[src/rtl/hazard_ctrl_if.sv]
// rtl/hazard_ctrl_if.sv - pipeline-to-hazard-unit signal bundle
interface hazard_ctrl_if #(
    parameter int REG_W = 5
);
    logic             branchD;
    logic             jumpD;
    logic             regwriteE;
    logic             memtoregE;
    logic             regwriteM;
    logic             memtoregM;
    logic             regwriteW;
    logic [REG_W-1:0] rsD;
    logic [REG_W-1:0] rtD;
    logic [REG_W-1:0] rsE;
    logic [REG_W-1:0] rtE;
    logic [REG_W-1:0] writeregE;
    logic [REG_W-1:0] writeregM;
    logic [REG_W-1:0] writeregW;
    logic             mdopD;
    logic             hiloreadD;
    logic             mdstartE;
    logic             mdisdivE;
    logic             stallF;
    logic             stallD;
    logic             flushE;
    logic             forwardAD;
    logic             forwardBD;
    logic [1:0]       forwardAE;
    logic [1:0]       forwardBE;
    logic             md_busy;
    logic             md_done;

    modport master (
        output branchD, jumpD, regwriteE, memtoregE, regwriteM, memtoregM, regwriteW,
        output rsD, rtD, rsE, rtE, writeregE, writeregM, writeregW,
        output mdopD, hiloreadD, mdstartE, mdisdivE,
        input  stallF, stallD, flushE, forwardAD, forwardBD, forwardAE, forwardBE,
        input  md_busy, md_done
    );

    modport slave (
        input  branchD, jumpD, regwriteE, memtoregE, regwriteM, memtoregM, regwriteW,
        input  rsD, rtD, rsE, rtE, writeregE, writeregM, writeregW,
        input  mdopD, hiloreadD, mdstartE, mdisdivE,
        output stallF, stallD, flushE, forwardAD, forwardBD, forwardAE, forwardBE,
        output md_busy, md_done
    );
endinterface

[src/rtl/hazard_ctrl.sv]
// rtl/hazard_ctrl.sv - forwarding, stall/flush generation and mul/div occupancy tracking
module hazard_ctrl #(
    parameter int REG_W   = 5,
    parameter int MUL_LAT = 4,
    parameter int DIV_LAT = 32
) (
    input  logic         clk,
    input  logic         reset,
    hazard_ctrl_if.slave hz
);
    localparam int               CNT_W   = $clog2(DIV_LAT + 1);
    localparam logic [CNT_W-1:0] MUL_CNT = CNT_W'(MUL_LAT);
    localparam logic [CNT_W-1:0] DIV_CNT = CNT_W'(DIV_LAT);
    localparam logic [CNT_W-1:0] CNT_ONE = CNT_W'(1);
    localparam logic [REG_W-1:0] R0      = '0;

    typedef enum logic {IDLE, BUSY} state_t;

    state_t           state;
    state_t           state_nxt;
    logic [CNT_W-1:0] cnt;
    logic [CNT_W-1:0] cnt_nxt;
    logic             md_busy;
    logic             md_done;

    logic [1:0] fwd_ae;
    logic [1:0] fwd_be;
    logic       fwd_ad;
    logic       fwd_bd;
    logic       lwstall;
    logic       branchstall;
    logic       mdstall;
    logic       stall;

    // Memory-stage result is newer than Writeback, so it wins when both match.
    always_comb begin
        fwd_ae = 2'b00;
        if (hz.rsE != R0 && hz.rsE == hz.writeregM && hz.regwriteM)
            fwd_ae = 2'b10;
        else if (hz.rsE != R0 && hz.rsE == hz.writeregW && hz.regwriteW)
            fwd_ae = 2'b01;

        fwd_be = 2'b00;
        if (hz.rtE != R0 && hz.rtE == hz.writeregM && hz.regwriteM)
            fwd_be = 2'b10;
        else if (hz.rtE != R0 && hz.rtE == hz.writeregW && hz.regwriteW)
            fwd_be = 2'b01;
    end

    always_comb begin
        fwd_ad = (hz.rsD != R0) && (hz.rsD == hz.writeregM) && hz.regwriteM;
        fwd_bd = (hz.rtD != R0) && (hz.rtD == hz.writeregM) && hz.regwriteM;
    end

    // A branch resolves in Decode, so it must wait for any producer still in
    // Execute, and for a load still in Memory whose data is not yet available.
    always_comb begin
        lwstall = hz.memtoregE && (hz.rtE != R0) &&
                  ((hz.rsD == hz.rtE) || (hz.rtD == hz.rtE));

        branchstall = hz.branchD &&
            ((hz.regwriteE && (hz.writeregE != R0) &&
              ((hz.writeregE == hz.rsD) || (hz.writeregE == hz.rtD))) ||
             (hz.memtoregM && (hz.writeregM != R0) &&
              ((hz.writeregM == hz.rsD) || (hz.writeregM == hz.rtD))));

        mdstall = md_busy && (hz.mdopD || hz.hiloreadD);
        stall   = lwstall | branchstall | mdstall;
    end

    always_ff @(posedge clk) begin
        if (reset) begin
            state <= IDLE;
            cnt   <= '0;
        end else begin
            state <= state_nxt;
            cnt   <= cnt_nxt;
        end
    end

    // A start request while BUSY is deliberately dropped: the unit is occupied.
    always_comb begin
        state_nxt = state;
        cnt_nxt   = cnt;
        case (state)
            IDLE: begin
                if (hz.mdstartE) begin
                    state_nxt = BUSY;
                    cnt_nxt   = hz.mdisdivE ? DIV_CNT : MUL_CNT;
                end
            end
            BUSY: begin
                if (cnt <= CNT_ONE) begin
                    state_nxt = IDLE;
                    cnt_nxt   = '0;
                end else begin
                    cnt_nxt = cnt - CNT_ONE;
                end
            end
            default: begin
                state_nxt = IDLE;
                cnt_nxt   = '0;
            end
        endcase
    end

    always_comb begin
        md_busy = (state == BUSY);
        md_done = (state == BUSY) && (cnt == CNT_ONE);
    end

    // Reset holds fetch/decode free-running and keeps Execute flushed.
    assign hz.stallF    = reset ? 1'b0 : stall;
    assign hz.stallD    = reset ? 1'b0 : stall;
    assign hz.flushE    = reset | stall;
    assign hz.forwardAE = fwd_ae;
    assign hz.forwardBE = fwd_be;
    assign hz.forwardAD = fwd_ad;
    assign hz.forwardBD = fwd_bd;
    assign hz.md_busy   = md_busy;
    assign hz.md_done   = md_done;
endmodule

[src/flat_wrapper.sv]
// flat-port wrapper written by rule: the top's interface ports become plain ports
module hazard_ctrl_flat 
#(
    parameter int REG_W   = 5,
    parameter int MUL_LAT = 4,
    parameter int DIV_LAT = 32
)
  (clk, reset, hz_branchD, hz_jumpD, hz_regwriteE, hz_memtoregE, hz_regwriteM, hz_memtoregM, hz_regwriteW, hz_rsD, hz_rtD, hz_rsE, hz_rtE, hz_writeregE, hz_writeregM, hz_writeregW, hz_mdopD, hz_hiloreadD, hz_mdstartE, hz_mdisdivE, hz_stallF, hz_stallD, hz_flushE, hz_forwardAD, hz_forwardBD, hz_forwardAE, hz_forwardBE, hz_md_busy, hz_md_done);
  hazard_ctrl_if #(.REG_W(REG_W)) hz_i ();
  input  logic clk;
  input  logic reset;
  input wire logic [$bits(hz_i.branchD)-1:0] hz_branchD;
  input wire logic [$bits(hz_i.jumpD)-1:0] hz_jumpD;
  input wire logic [$bits(hz_i.regwriteE)-1:0] hz_regwriteE;
  input wire logic [$bits(hz_i.memtoregE)-1:0] hz_memtoregE;
  input wire logic [$bits(hz_i.regwriteM)-1:0] hz_regwriteM;
  input wire logic [$bits(hz_i.memtoregM)-1:0] hz_memtoregM;
  input wire logic [$bits(hz_i.regwriteW)-1:0] hz_regwriteW;
  input wire logic [$bits(hz_i.rsD)-1:0] hz_rsD;
  input wire logic [$bits(hz_i.rtD)-1:0] hz_rtD;
  input wire logic [$bits(hz_i.rsE)-1:0] hz_rsE;
  input wire logic [$bits(hz_i.rtE)-1:0] hz_rtE;
  input wire logic [$bits(hz_i.writeregE)-1:0] hz_writeregE;
  input wire logic [$bits(hz_i.writeregM)-1:0] hz_writeregM;
  input wire logic [$bits(hz_i.writeregW)-1:0] hz_writeregW;
  input wire logic [$bits(hz_i.mdopD)-1:0] hz_mdopD;
  input wire logic [$bits(hz_i.hiloreadD)-1:0] hz_hiloreadD;
  input wire logic [$bits(hz_i.mdstartE)-1:0] hz_mdstartE;
  input wire logic [$bits(hz_i.mdisdivE)-1:0] hz_mdisdivE;
  output wire logic [$bits(hz_i.stallF)-1:0] hz_stallF;
  output wire logic [$bits(hz_i.stallD)-1:0] hz_stallD;
  output wire logic [$bits(hz_i.flushE)-1:0] hz_flushE;
  output wire logic [$bits(hz_i.forwardAD)-1:0] hz_forwardAD;
  output wire logic [$bits(hz_i.forwardBD)-1:0] hz_forwardBD;
  output wire logic [$bits(hz_i.forwardAE)-1:0] hz_forwardAE;
  output wire logic [$bits(hz_i.forwardBE)-1:0] hz_forwardBE;
  output wire logic [$bits(hz_i.md_busy)-1:0] hz_md_busy;
  output wire logic [$bits(hz_i.md_done)-1:0] hz_md_done;
  assign hz_i.branchD = hz_branchD;
  assign hz_i.jumpD = hz_jumpD;
  assign hz_i.regwriteE = hz_regwriteE;
  assign hz_i.memtoregE = hz_memtoregE;
  assign hz_i.regwriteM = hz_regwriteM;
  assign hz_i.memtoregM = hz_memtoregM;
  assign hz_i.regwriteW = hz_regwriteW;
  assign hz_i.rsD = hz_rsD;
  assign hz_i.rtD = hz_rtD;
  assign hz_i.rsE = hz_rsE;
  assign hz_i.rtE = hz_rtE;
  assign hz_i.writeregE = hz_writeregE;
  assign hz_i.writeregM = hz_writeregM;
  assign hz_i.writeregW = hz_writeregW;
  assign hz_i.mdopD = hz_mdopD;
  assign hz_i.hiloreadD = hz_hiloreadD;
  assign hz_i.mdstartE = hz_mdstartE;
  assign hz_i.mdisdivE = hz_mdisdivE;
  assign hz_stallF = hz_i.stallF;
  assign hz_stallD = hz_i.stallD;
  assign hz_flushE = hz_i.flushE;
  assign hz_forwardAD = hz_i.forwardAD;
  assign hz_forwardBD = hz_i.forwardBD;
  assign hz_forwardAE = hz_i.forwardAE;
  assign hz_forwardBE = hz_i.forwardBE;
  assign hz_md_busy = hz_i.md_busy;
  assign hz_md_done = hz_i.md_done;
  hazard_ctrl #(.REG_W(REG_W), .MUL_LAT(MUL_LAT), .DIV_LAT(DIV_LAT)) u_core (.clk(clk), .reset(reset), .hz(hz_i));
endmodule
[config.mk]
export PLATFORM = sky130hd
export DESIGN_NAME = hazard_ctrl_flat
export DESIGN_NICKNAME = d
export VERILOG_FILES = /design/src/rtl/hazard_ctrl_if.sv /design/src/rtl/hazard_ctrl.sv /design/src/flat_wrapper.sv
export SDC_FILE = /design/constraint.sdc
export NUM_CORES = 1
export LEC_CHECK = 0
export ABC_AREA = 0
export CAP_MARGIN = 20
export CORE_UTILIZATION = 40
export CTS_CLUSTER_DIAMETER = 80
export DETAILED_ROUTE_END_ITERATION = 10
export HOLD_SLACK_MARGIN = 0.12
export PLACE_DENSITY = 0.8
export SYNTH_ARGS = -nofsm -noshare
export SYNTH_HDL_FRONTEND = slang
export SYNTH_SLANG_ARGS = --single-unit
[constraint.sdc]
create_clock -name clk -period 2.9 [get_ports clk]
set_clock_uncertainty 0.2 [all_clocks]
set_input_delay 0.58 -clock clk [delete_from_list [all_inputs] [get_ports clk]]
set_output_delay 0.58 -clock clk [all_outputs]
set_load 0.01 [all_outputs]
Yosys cells after proc, flatten, opt, wreduce, memory -nomap -nowiden
Index checks and enable logic that the tools add are counted.
{ "totals": {"elab_cells": 66, "register_bits": 7, "output_inout_bits": 11} }
{ "classes": {"n_eq_ne": 14, "bitwise": 4, "n_addsub": 1, "muxes": 12, "magnitude_cmp": 1, "reduce_logical": 32} }
{ "ops": {"columns": ["operator", "n"], "rows": [
  ["$eq A5 B5 Y1", 12],
  ["$reduce_bool A5 Y1", 6],
  ["$logic_and A1 B1 Y1", 21],
  ["$mux W6", 3],
  ["$pmux W6 S2", 1],
  ["$eq A6 B1 Y1 const B", 1],
  ["$le A6 B1 Y1 const B", 1],
  ["$sub A6 B1 Y6 const B", 1],
  ["$logic_or A1 B1 Y1", 5],
  ["$mux W1", 5],
  ["$mux W2", 2],
  ["$or A1 B1 Y1", 3],
  ["$ne A2 B2 Y1 const B", 1],
  ["$pmux W1 S2", 1],
  ["$not A1 Y1", 1]
]} }

Longest topological paths before layout
Gate-level depths: netlist of run 1.
{ "depth": {"ltp_word": 8, "ltp_mapped": 7, "ltp_nobuf": 7} }

Least setup slack after synthesis of run 1
Ideal clock, no wire load.
{ "synth_timing": {"path_kind": "input-to-output", "from": "input port hz_writeregM[4]", "to": "output port hz_stallF", "t_required_ns": 2.120, "stages": 7, "path_slack_ns": 0.192, "t_arrival_ns": 1.928, "cell_sequence": "clkbuf_1 xnor2_1 nand3_1 nor3_1 o2111ai_1 a31oi_1 buf_4"} }
{ "synth_between": {"elab_chain_len": 8, "elab_cells_between_ends": 11} }
{ "synth_lines": {"columns": ["element", "line", "rtl"], "rows": [
  ["from (decl)", "flat_wrapper.sv:24", "input wire logic [$bits(hz_i.writeregM)-1:0] hz_writeregM;"],
  ["$eq A5 B5 Y1 / $reduce_bool A5 Y1 (equally long branches)", "hazard_ctrl.sv:65, hazard_ctrl.sv:64", null],
  ["$logic_or A1 B1 Y1 / $logic_and A1 B1 Y1 (equally long branches)", "hazard_ctrl.sv:65, hazard_ctrl.sv:64", null],
  ["$logic_and A1 B1 Y1 *", "hazard_ctrl.sv:64", "(hz.memtoregM && (hz.writeregM != R0) &&"],
  ["$logic_or A1 B1 Y1 *", "hazard_ctrl.sv:63", "((hz.writeregE == hz.rsD) || (hz.writeregE == hz.rtD))) ||"],
  ["$logic_and A1 B1 Y1 *", "hazard_ctrl.sv:61", "branchstall = hz.branchD &&"],
  ["$or A1 B1 Y1 * (2 in a row)", "hazard_ctrl.sv:68", "stall = lwstall | branchstall | mdstall;"],
  ["$mux W1 *", null, null],
  ["to (decl)", "flat_wrapper.sv:30", "output wire logic [$bits(hz_i.stallF)-1:0] hz_stallF;"]
]} }
Every way passes the cells marked *; elsewhere a longest branch is shown, timed or not.

Worst setup path after layout of run 1
{ "layout_timing": {"from": "input port hz_rtE[4]", "to": "output port hz_forwardBE[0]"} }
{ "layout_between": {"elab_chain_len": 5, "elab_cells_between_ends": 9} }
{ "layout_lines": {"columns": ["element", "line", "rtl"], "rows": [
  ["from (decl)", "flat_wrapper.sv:22", "input wire logic [$bits(hz_i.rtE)-1:0] hz_rtE;"],
  ["$eq A5 B5 Y1 / $reduce_bool A5 Y1 (equally long branches)", "hazard_ctrl.sv:46, hazard_ctrl.sv:44", null],
  ["$logic_and A1 B1 Y1 (2 in a row)", "hazard_ctrl.sv:46", "else if (hz.rtE != R0 && hz.rtE == hz.writeregW && hz.regwriteW)"],
  ["$mux W1", "hazard_ctrl.sv:46", null],
  ["$mux W2 *", "hazard_ctrl.sv:44", "if (hz.rtE != R0 && hz.rtE == hz.writeregM && hz.regwriteM)"],
  ["to (decl)", "flat_wrapper.sv:36", "output wire logic [$bits(hz_i.forwardBE)-1:0] hz_forwardBE;"]
]} }
Marked as above.

==> results of run 1 <==
-- worst paths after layout --
path,from,end,slack [ns],cells after the start
hold reg to reg,u_core.cnt[1],u_core.cnt[1],0.32,2
hold / removal,u_core.cnt[1],u_core.cnt[1],0.32,2
setup / recovery,hz_rtE[4],hz_forwardBE[0],0.05,6
setup reg to reg,u_core.cnt[3],u_core.cnt[3],1.09,5
-- what timing repair did --
| item | 4_1_cts | 5_1_grt |
|---|---|---|
| endpoints found under the setup margin | 9 | 4 |
| resized for setup | 57 | 14 |
| buffers inserted | 1 | 1 |
| pin swaps | 10 | 9 |
-- flip-flops by register name, indices dropped and copies added (netlist names) --
register and cells:
u_core.hz.md_busy 1, u_core.cnt 6
-- power breakdown --
group	internal, µW	switching, µW
registers	112	18.7
clock network	52.7	38.6
logic	171	163
-- logic make-up (layout without fill, tap and decap cells) --
group,after synthesis,in the layout
buf+inv,15,92
fa+ha+maj,2,2
xor+xnor,50,50
flops,7,7
simple gates,62,62
compound gates,21,21
-- per-stage QoR --
step                      setup TNS [ns]  area [µm²]  instances
after floorplan                        0        1170        157
after global placement             -3.76        1900        259
after detailed placement           -4.19        1900        259
after CTS                         -0.170        1940        264
after global routing             -0.0101        1970        265
final                                  0        1970        265
-- layout make-up --
class,count,area (µm²)
Multi-Input combinational cell,135,1030
Fill cell,233,787
Timing Repair Buffer,85,728
Sequential cell,7,140
Tap cell,31,38.8
Clock buffer,4,26.3
Inverter,3,11.3
-- Yosys cell counts, types with 2 or more instances --
library cell,number,share of area
xnor2_1,38,0.28
nor2_1,21,0.067
xor2_1,12,0.090
nand2_1,9,0.029
nor3_1,8,0.034
dfxtp_1,7,0.12
nand3_1,6,0.026
a21oi_1,5,0.021
buf_2,4,0.017
nand4_1,4,0.021
a31oi_1,3,0.016
buf_6,3,0.029
clkbuf_1,3,0.0096
inv_1,3,0.0096
a21o_1,2,0.013
ha_1,2,0.021
nor4_1,2,0.011
nor4_2,2,0.021
o21ai_0,2,0.0086
o311a_1,2,0.017
or3_1,2,0.011
-- tightest hold or removal path: stages, from the launching register on --
cell	delay [ns]
dfxtp_1	0.34
a21oi_1	0.07
nor2_1	0.07
-- layer usage --
metal  GRT usage  vias to the layer above
met1       0.254                      673
met2       0.514                       48
met3      0.0558                       12
met4       0.105                        0
met5           0                        -
li1            -                      693
==> qor.yml, run 1 <==
status: "complete, no violations"
antenna_found_initial: 0
synth-simple-area-share: 0.280
min_period_over_period: 0.983
synth_edf_count: 0
cp.arrival_ns: 2.07
top_layer: "met4"
crit_fanout: 4
start_util: 0.424
syn_nets: 207
cp_top_family: "simple AND/OR/NAND/NOR gates"
setup_violations: 0
clkLatencyLatePin_ns: 0.26
setup_ws_ns: 0.0500
numCtsBuffers: 3
finalPower_uw: 556
num_io_pins: 59
drt_wl_total_um: 4050
core-area_um2: 2760
place_ws_ns: -0.610
met3WireLength_um: 199
synthArstFlopShare: 0
diodes: 0
fp.dieW_um: 56.1
final-hold-violation-count: 0
grt_pass1_wl_um: 6420
maxSlewViolCount: 0
ys_ff_latch: 7
first_pass_iters: 4
rows: 19
critPathRequiredTime_ns: 2.12
max_cap_violations: 0
final_nets: 285
drc: 0
layout_min_cycle_time_ns: 2.85
wl_per_cell_um: 15.3
fmax_mhz: 351
power_density_nw_per_um2: 282
hold-worst-slack_ns: 0.324
vias: 1426
grt_max_degree: 9
synth_fa_ha_area_frac: 0.0214
final_cell_mix: "xnor2_1, buf_4, dlygate4sd2_1"
gr-total-overflow: 0
gp_congestion: 0.985
ys_seq_area_frac: 0.120
worstMarginPinSlew_ns: 0.401
power.leakage_uw: 0.000816
avgViaCountPerCell: 5.38
area_growth_pct: 68.4
max_stage_delay_ns: 0.52
cp-start-kind: "input pin"
fp.dieH_um: 56.1
grtUsageTotal: 0.259
yosysWarningCount: 0
clk_pin_slew_ns: 0.05
ys.flop_type: "dfxtp_1"
ir_drop_mv: 0.307
numPortBuffers: 57
wl_met2_um: 2220
synthMuxAreaShare: 0
dp_hpwl_um: 3360
synthXorXnorAreaFrac: 0.374
worstPathCellList: "dlygate4sd2_1 > or4_4 > nor2_4 > nor4_4 > nor4_2 > buf_2"
htree_levels: 1
drt-met1-wl_um: 1550
synth_area_um2: 1170
clock_path_buffers: 2
final_util: 0.715
synth_top_family_by_area: "XOR/XNOR gates"
drtIter0Drc: 54
ys_types: 38
synth_cells: 157
synth_compound_area_frac: 0.129
ant_nets: 0
critPathKind: "input pin to output port"
dieArea_um2: 3140
drive_gt1_frac: 0.239
crit_slowest_cell: "or4_4"
cts_root_buf: "clkbuf_4"
hold_class: "register to register"
cts_sinks: 7
layout_commonest_cell: "xnor2_1"
cts_tree: "yes"
path_buf_inv: 2
synth.avg_cell_area_um2: 7.45
critPathCaptureType: "output port"
relSlewSlack: 0.731
grt_pass1_vias: 1558
postCtsHoldBufs: 0
No activity file was read; power rests on OpenSTA's default activity.
==> run 2, diff against run 1 <==
- CORE_ASPECT_RATIO: default -> 1.4
- CORE_UTILIZATION: 40 -> 36
- MAX_ROUTING_LAYER: default -> met4
- PLACE_DENSITY: 0.8 -> 0.76
- clock period: 2.9 -> 2.4 ns (I/O delays scaled with it)
==> qor.yml, run 2 (synthesis gave the netlist of run 1 again) <==
status: "complete, but fails checks"
violations: "setup timing"
cp.arrival_ns: 1.78  # -0.29 ns
postPlaceCellArea_um2: 1980  # +4.4%
gp_congestion: 0.810  # -18%
setup_tns_ns: -0.145  # -0.145 ns
grt_pass1_wl_um: 6990  # +8.9%
ir_drop_mv: 0.324  # +5.4%
maxSlewViolCount: 0  # unchanged
fp.dieW_um: 50.2  # -11%
grt_max_degree: 8  # -1
critPathKind: "input pin to output port"
start_util: 0.378  # -0.0460
largest_reg_flops: 6  # unchanged
num_io_pins: 59  # unchanged
layout_min_cycle_time_ns: 2.46
diodes: 0  # unchanged
crit_path_start: "hz_rsE[4]"
dpl.cell_count: 275  # +6.2%
antenna_found_initial: 0  # unchanged
final_nets: 296  # +3.9%
fin_cells: 284  # +7.2%
power_density_nw_per_um2: 360  # +28%
worstPathCellList: "buf_6 > or4_4 > nor2_4 > nor4_2 > buf_4 > nor4_4 > buf_2"
hold_class: "register to register"
drive_gt1_frac: 0.412  # +0.173
critPathRequiredTime_ns: 1.72  # -0.40 ns
crit_slowest_cell: "or4_4"
layout_commonest_cell: "buf_4"
clk_pin_slew_ns: 0.04  # about the same
r2r_cells: 5  # unchanged
min_period_over_period: 1.02
htree_levels: 1  # unchanged
finalPower_uw: 771  # +39%
crit_fanout: 2  # -2
power.leakage_uw: 0.000877  # +7.5%
clkLatencyLatePin_ns: 0.23  # -0.03 ns
fp.dieH_um: 69.5  # +24%
setup_ws_ns: -0.0596  # -0.110 ns
critPathCaptureType: "output port"
gr-total-overflow: 0  # unchanged
max_stage_delay_ns: 0.54  # +0.02 ns
area_growth_pct: 83.1
rsz0062_at_grt: "yes"
ant_nets: 0  # unchanged
max_cap_violations: 0  # unchanged
r2r_setup_slack_ns: 0.58  # -0.51 ns
setup_violations: 5  # +5
top_register: "u_core.cnt"
cts_sinks: 7  # unchanged
relSlewSlack: 0.705  # -0.0265
cts_root_buf: "clkbuf_8"
rows: 24  # +5
first_pass_iters: 4  # unchanged
final_cell_mix: "buf_4, xnor2_1, nor2_1"
wl_per_cell_um: 15.7  # +2.9%
numPortBuffers: 57  # unchanged
finalInstanceArea_um2: 2140  # +8.7%
drc: 0  # unchanged
cp-start-kind: "input pin"
vias: 1486  # +4.2%
worstMarginPinSlew_ns: 0.440  # +0.0388 ns
final-hold-violation-count: 0  # unchanged
fmax_mhz: 407
crit_end: "hz_forwardAE[0]"
reg2reg_from: "u_core.cnt[3]"
dieArea_um2: 3490  # +11%
dp_hpwl_um: 3230  # -3.7%
drt_wl_total_um: 4470  # +10%
grt_pass1_vias: 1622  # +4.1%
clock_path_buffers: 2  # unchanged
grtUsageTotal: 0.265  # +0.00610
drtIter0Drc: 36  # -33%
numCtsBuffers: 3  # unchanged
final_util: 0.693  # -0.0221
reg2reg_to: "u_core.cnt[3]"
core-area_um2: 3090  # +12%
avgViaCountPerCell: 5.23  # -2.8%
cts_tree: "yes"
-- run 2: cell types whose count changed in the layout (fill, tap and decap cells not counted), moves of 4 or more --
| cell | change |
|---|---|
| clkdlybuf4s15_2 | +5 |
| buf_6 | +8 |
| dlygate4sd2_1 | -17 |
| xnor2_2 | +6 |
| buf_2 | +13 |
| xnor2_1 | -7 |
| buf_4 | +6 |
| dlymetal6s2s_1 | -4 |
| clkdlybuf4s50_1 | -4 |
-- run 2: power breakdown --
group          switching, µW  internal [µW]
Sequential              18.2            135
Clock                   56.2            115
Combinational            217            229
-- run 2: what timing repair did --
| item | in CTS | in global routing |
|---|---|---|
| hold buffers | 0 | 0 |
| pin swaps | 16 | 14 |
| gates resized for setup | 141 | 16 |
| endpoints found under the setup margin | 9 | 8 |
| buffers inserted | 4 | 1 |
-- run 2: stage by stage --
stage | hold slack, ns | setup WS [ns]
floorplan | 0.270 | 0.0242
global placement | 0.294 | -0.832
detailed placement | 0.307 | -0.845
CTS | 0.317 | -0.0709
global route | 0.357 | -0.178
finish | 0.311 | -0.0596
-- run 2: per-layer routing --
layer	GRT usage	wire [µm]	up-vias
met2	0.510	2510	61
met5	-	0	-
met4	0.105	163	0
met1	0.258	1610	690
met3	0.0241	179	17
li1	-	-	718
-- run 2: area by class of cell --
class,count,area [µm²]
multi-input combinational,135,1120
fill,252,951
timing repair buffer,96,776
sequential,7,140
tap,39,48.8
clock buffer,4,45.0
inverter,3,11.3
-- run 2: worst min-delay path by stage --
stage          slack [ns]          start  depth (start not counted)             to
6_report             0.31  u_core.cnt[1]                          2  u_core.cnt[1]
5_1_grt              0.36  u_core.cnt[1]                          2  u_core.cnt[1]
4_1_cts              0.32  u_core.cnt[1]                          2  u_core.cnt[1]
2_1_floorplan        0.27  u_core.cnt[4]                          1  u_core.cnt[4]
3_5_place_dp         0.31  u_core.cnt[1]                          2  u_core.cnt[1]
3_3_place_gp         0.29  u_core.cnt[1]                          2  u_core.cnt[1]
-- run 2: worst max-delay path, delay by kind of cell --
kind                   cells  cell delay [ns]
buffers and inverters      3             0.39
AND/OR/NAND/NOR            4             0.89
